`config.mk`:
```
export PLATFORM = sky130hd
export DESIGN_NAME = fir_avg_decim_u
export DESIGN_NICKNAME = d
export VERILOG_FILES = /design/src/rtl/fir_avg_decim_u.sv
export SDC_FILE = /design/constraint.sdc
export NUM_CORES = 1
export LEC_CHECK = 0
export ABC_AREA = 1
export CAP_MARGIN = 25
export CELL_PAD_IN_SITES_DETAIL_PLACEMENT = 1
export CELL_PAD_IN_SITES_GLOBAL_PLACEMENT = 2
export CORE_MARGIN = 8
export CORE_UTILIZATION = 35
export DETAILED_ROUTE_END_ITERATION = 10
export GPL_ROUTABILITY_DRIVEN = 0
export PLACE_DENSITY = 0.78
export SLEW_MARGIN = 15
export SYNTH_ARGS = -nofsm -noshare
export SYNTH_HDL_FRONTEND = slang
export SYNTH_SLANG_ARGS = --single-unit
```
`constraint.sdc`:
```
create_clock -name clk -period 2.5 [get_ports clk]
set_input_delay 0.5 -clock clk [delete_from_list [all_inputs] [get_ports clk]]
set_output_delay 0.5 -clock clk [all_outputs]
set_load 0.01 [all_outputs]
```
`src/rtl/fir_avg_decim_u.sv`:
```
// Averaging stage after the 4-tap unsigned FIR: rounds sum/4 half-up, drops
// warm-up samples, decimates by decim_n+1 and queues results in a small FIFO.
module fir_avg_decim_u #(
    parameter int w     = 16,
    parameter int DEPTH = 4,
    parameter int WARM  = 4
) (
    input  logic                     clk,
    input  logic                     reset,
    input  logic [w+1:0]             s_in,
    input  logic                     s_valid,
    input  logic [3:0]               decim_n,
    output logic [w-1:0]             avg_out,
    output logic                     out_valid,
    input  logic                     out_ready,
    output logic [$clog2(DEPTH):0]   level,
    output logic                     ovf
);

    localparam int PW = $clog2(DEPTH);
    localparam int LW = PW + 1;
    localparam int WW = (WARM > 0) ? $clog2(WARM + 1) : 1;
    localparam logic [WW-1:0] WARM_L  = WW'(WARM);
    localparam logic [LW-1:0] DEPTH_L = LW'(DEPTH);

    logic [WW-1:0]  warm_q,   warm_d;
    logic [3:0]     dcnt_q,   dcnt_d;
    logic [PW-1:0]  wr_ptr_q, wr_ptr_d;
    logic [PW-1:0]  rd_ptr_q, rd_ptr_d;
    logic [LW-1:0]  level_q,  level_d;
    logic           ovf_q,    ovf_d;
    logic [w-1:0]   mem_q [DEPTH];

    logic [w+2:0]   sum_rnd_s;
    logic [w-1:0]   avg_s;
    logic           in_warm_s;
    logic           push_req_s;
    logic           push_ok_s;
    logic           pop_s;
    logic           full_s;
    logic           empty_s;

    // One extra bit keeps the +2 rounding bias from wrapping at full scale.
    assign sum_rnd_s = {1'b0, s_in} + (w+3)'(2);
    assign avg_s     = w'(sum_rnd_s >> 2);

    assign in_warm_s = (warm_q < WARM_L);
    assign full_s    = (level_q == DEPTH_L);
    assign empty_s   = (level_q == LW'(0));
    assign pop_s     = out_ready && !empty_s;

    // Warm-up, decimation and FIFO bookkeeping for the coming edge.
    always_comb begin
        warm_d     = warm_q;
        dcnt_d     = dcnt_q;
        wr_ptr_d   = wr_ptr_q;
        rd_ptr_d   = rd_ptr_q;
        level_d    = level_q;
        ovf_d      = ovf_q;
        push_req_s = 1'b0;
        push_ok_s  = 1'b0;

        if (s_valid) begin
            if (in_warm_s) begin
                warm_d = warm_q + WW'(1);
            end else if (dcnt_q >= decim_n) begin
                // >= lets a lowered decim_n take effect without a wrap-around lockup.
                dcnt_d     = 4'd0;
                push_req_s = 1'b1;
            end else begin
                dcnt_d = dcnt_q + 4'd1;
            end
        end else begin
            warm_d = warm_q;
        end

        if (push_req_s) begin
            if (!full_s || pop_s) begin
                push_ok_s = 1'b1;
            end else begin
                ovf_d = 1'b1;
            end
        end else begin
            push_ok_s = 1'b0;
        end

        if (push_ok_s) begin
            wr_ptr_d = wr_ptr_q + PW'(1);
        end else begin
            wr_ptr_d = wr_ptr_q;
        end

        if (pop_s) begin
            rd_ptr_d = rd_ptr_q + PW'(1);
        end else begin
            rd_ptr_d = rd_ptr_q;
        end

        case ({push_ok_s, pop_s})
            2'b10:   level_d = level_q + LW'(1);
            2'b01:   level_d = level_q - LW'(1);
            default: level_d = level_q;
        endcase
    end

    // Control state registers; reset wins over any push or pop.
    always_ff @(posedge clk) begin
        if (reset) begin
            warm_q   <= '0;
            dcnt_q   <= 4'd0;
            wr_ptr_q <= '0;
            rd_ptr_q <= '0;
            level_q  <= '0;
            ovf_q    <= 1'b0;
        end else begin
            warm_q   <= warm_d;
            dcnt_q   <= dcnt_d;
            wr_ptr_q <= wr_ptr_d;
            rd_ptr_q <= rd_ptr_d;
            level_q  <= level_d;
            ovf_q    <= ovf_d;
        end
    end

    // FIFO storage; cleared on reset so the idle head reads as zero.
    always_ff @(posedge clk) begin
        if (reset) begin
            for (int i = 0; i < DEPTH; i++) begin
                mem_q[i] <= '0;
            end
        end else if (push_ok_s) begin
            mem_q[wr_ptr_q] <= avg_s;
        end
    end

    assign avg_out   = mem_q[rd_ptr_q];
    assign out_valid = !empty_s;
    assign level     = level_q;
    assign ovf       = ovf_q;

endmodule
```
==> results of run 1 <==
[flip-flops by register name, indices dropped and copies added, names as in the netlist, named ones only]
signal    count
level         3
ovf           1
dcnt_q        4
rd_ptr_q      2
mem_q        64
wr_ptr_q      2
warm_q        3
[per-layer routing]
layer / GRT usage (%) / part of all wire [%]
met1: 17.3 / 46
met2: 24.9 / 49
met3: 2.99 / 3.2
met4: 5.56 / 1.7
met5: 0 / 0.13
[path summary, 6_finish.rpt]
kind | slack [ps] | cells after the start | to | startpoint
max | 70 | 6 | avg_out[5] | flip-flop
min | 470 | 1 | ovf | ovf
max reg2reg | 460 | 11 | mem_q[1][14] | dcnt_q[0]
min reg2reg | 470 | 1 | ovf | ovf
[cell families (layout without fill, tap and decap cells)]
group | count (synthesis) | in the layout | synth area share [%]
xor+xnor | 15 | 15 | 3.32
simple gates | 190 | 190 | 21.2
compound gates | 68 | 68 | 9.21
buf+inv | 60 | 133 | 6.30
flops | 81 | 81 | 57.2
fa+ha+maj | 8 | 8 | 2.72
[per-stage QoR]
stage | total power, mW | cells | hold WS (ps) | TNS (ps) | utilization [%]
2_1_floorplan | 2.10 | 422 | 436 | 0 | -
3_3_place_gp | 2.62 | 623 | 451 | -3690 | 42.4
3_5_place_dp | 2.65 | 623 | 457 | -6190 | 42.4
4_1_cts | 3.95 | 638 | 472 | 0 | 45.0
5_1_grt | 4.09 | 638 | 485 | 0 | 45.1
6_report | 3.89 | 638 | 466 | 0 | 45.1
[where the power goes]
group          leakage (nW)  switching (mW)  internal [mW]
clock network         0.139           0.509          0.762
logic                  1.13           0.567          0.484
registers             0.799          0.0484           1.53
total                  2.07            1.12           2.77
[cells in the final DEF, fill, tap and decap left out, drive strengths merged]
cell           netlist  routed
a21oi                8       8
a31oi                1       1
buf                  3      26
bufinv               0       1
clkbuf              10       9
clkdlybuf4s50        0      42
clkinv               2       6
clkinvlp             0       1
dfxtp               17      17
dlymetal6s2s         0       3
edfxtp              64      64
fa                   1       1
ha                   7       7
inv                 45      45
nand2               53      53
nand3               11      11
nand4                7       7
nor2               111     111
nor3                 7       7
nor3b                1       1
o21a                 1       1
o21ai               42      42
o22ai               16      16
xnor2                3       3
xor2                12      12
[timing repair]
action / in CTS / in global routing
endpoints found under the setup margin: 2 / 4
resized for setup: 2 / 4
hold buffers: 0 / 0
[final cells by class]
type	count	area [sq um]	area share, %
tap	143	179	3.53
inverter	47	178	3.51
sequential	81	2260	44.7
clock inverter	6	60.1	1.19
multi-input combinational	281	1450	28.7
timing repair buffer	71	707	14.0
clock buffer	9	225	4.45
==> impl_metrics.json, run 1 <==
{
  "insertion_delay_ps": 330,
  "slew_headroom_pct": 71.7,
  "drtIter0Drc": 189,
  "fill_cells": 1309,
  "p_per_area_mw_per_mm2": 769,
  "fp.dieH_microns": 122,
  "netlist_instances": 422,
  "start_util_pct": 35.2,
  "numCtsBuffers": 9,
  "ir_drop_mv": 0.297,
  "synth_enable_flop_cells": 64,
  "grt-ovfl-total": 0,
  "synth_warnings": 0,
  "yosysTopAreaCell": "edfxtp_1",
  "syn_to_final_growth_pct": 28.1,
  "core_area_sq_mm": 0.0112,
  "worstSetupStartpointType": "flip-flop",
  "crit_path_end_kind": "output pin",
  "wl_mm": 10.3,
  "grt_start_max_net_pins": 23,
  "grt_pass1_wl_mm": 16.4,
  "ant_nets": 0,
  "yosysMostFrequentCell": "nor2_1",
  "wl_per_cell_microns": 16.1,
  "clk_path_buf_depth": 2,
  "antenna_cells": 0,
  "die-area_sq_mm": 0.0150,
  "rsz0062_at_grt": "false",
  "synth-seq-area-share_pct": 57.2,
  "critPathKind": "reg -> out",
  "grt_pass1_vias": 3325,
  "post_dp_cell_area_sq_mm": 0.00476,
  "required_ps": 2000,
  "leakagePower_nw": 2.07,
  "rows": 39,
  "root_buffer": "clkbuf_16",
  "syn_area_sq_mm": 0.00395,
  "cts_max_level": 3,
  "finalNetCount": 525,
  "crit_buf_inv": 4,
  "synth_top_area_share_pct": 48.6,
  "finalWorstSetupSlack_ps": 70.8,
  "slew_viol_final": 0,
  "path_max_fanout": 9,
  "synth.avg_cell_area_sq_um": 9.37,
  "die_w_microns": 122,
  "period_needed_ps": 2430,
  "clock_sinks": 81,
  "track_usage_pct": 14.4,
  "path_clk_slew_ps": 60,
  "yosys-top-cells-count": "106 x nor2_1, 64 x edfxtp_1, 47 x nand2_1",
  "crit_path_frequent_cell": "buf_4",
  "worstPathArrival_ps": 1930,
  "finalHoldViolations": 0,
  "async_reset_ff_share_pct": 0,
  "port_buffers": 45,
  "final_layout_size_suffix_gt1_share_pct": 12.3,
  "cap_violations": 0,
  "tritoncts": "done",
  "cpPeakStageDelay_ps": 580,
  "routed-via-count": 3121,
  "yosys-top-cells-area": "edfxtp_1 49%, nor2_1 10%, dfxtp_1 8.6%, o21ai_0 5.3%, nand2_1 4.5%",
  "dp_hpwl_mm": 7.46,
  "critical_path.top_delay_family": "buffers and inverters",
  "setup_viol": 0,
  "synth_nets": 456,
  "path_cells": "buf_4, inv_1, buf_4, o21ai_0, o22ai_1, clkdlybuf4s50_1",
  "synth_cell_types": 29,
  "fin_worst_skew_ps": 5.66,
  "final_cell_area_sq_mm": 0.00506,
  "viasPerCell": 4.89,
  "first_pass_iters": 4,
  "dp_slack_ps": -154,
  "fmax_ghz": 0.412,
  "route.detailed.drc": 0,
  "finalCritPeriodShare_pct": 97.2,
  "critical_path.slowest_cell": "clkdlybuf4s50_1",
  "post-cts-setup-buffers": 0,
  "ys.flop_type": "edfxtp_1",
  "io_pins": 47,
  "hold_path_class": "reg -> reg",
  "outcome": "complete, no violations",
  "antenna_found_initial": 1,
  "worstMarginPinSlew_ps": 423,
  "ys_ff_latch": 81
}
(Power assumes the default switching activity.)
==> run 2: changes to the inputs <==
--- a/config.mk
+++ b/config.mk
@@ -18,3 +18,4 @@
 export SYNTH_ARGS = -nofsm -noshare
 export SYNTH_HDL_FRONTEND = slang
 export SYNTH_SLANG_ARGS = --single-unit
+export TNS_END_PERCENT = 30
==> results of run 2 <==
Same layout as run 1: the final DEF is identical, and so are final timing and power.
==> run 3: changes to the inputs <==
--- a/config.mk
+++ b/config.mk
@@ -6,7 +6,7 @@
 export NUM_CORES = 1
 export LEC_CHECK = 0
 export ABC_AREA = 1
-export CAP_MARGIN = 25
+export CAP_MARGIN = 20
 export CELL_PAD_IN_SITES_DETAIL_PLACEMENT = 1
 export CELL_PAD_IN_SITES_GLOBAL_PLACEMENT = 2
 export CORE_MARGIN = 8
==> results of run 3 <==
Same layout as run 1: the final DEF is identical, and so are final timing and power.
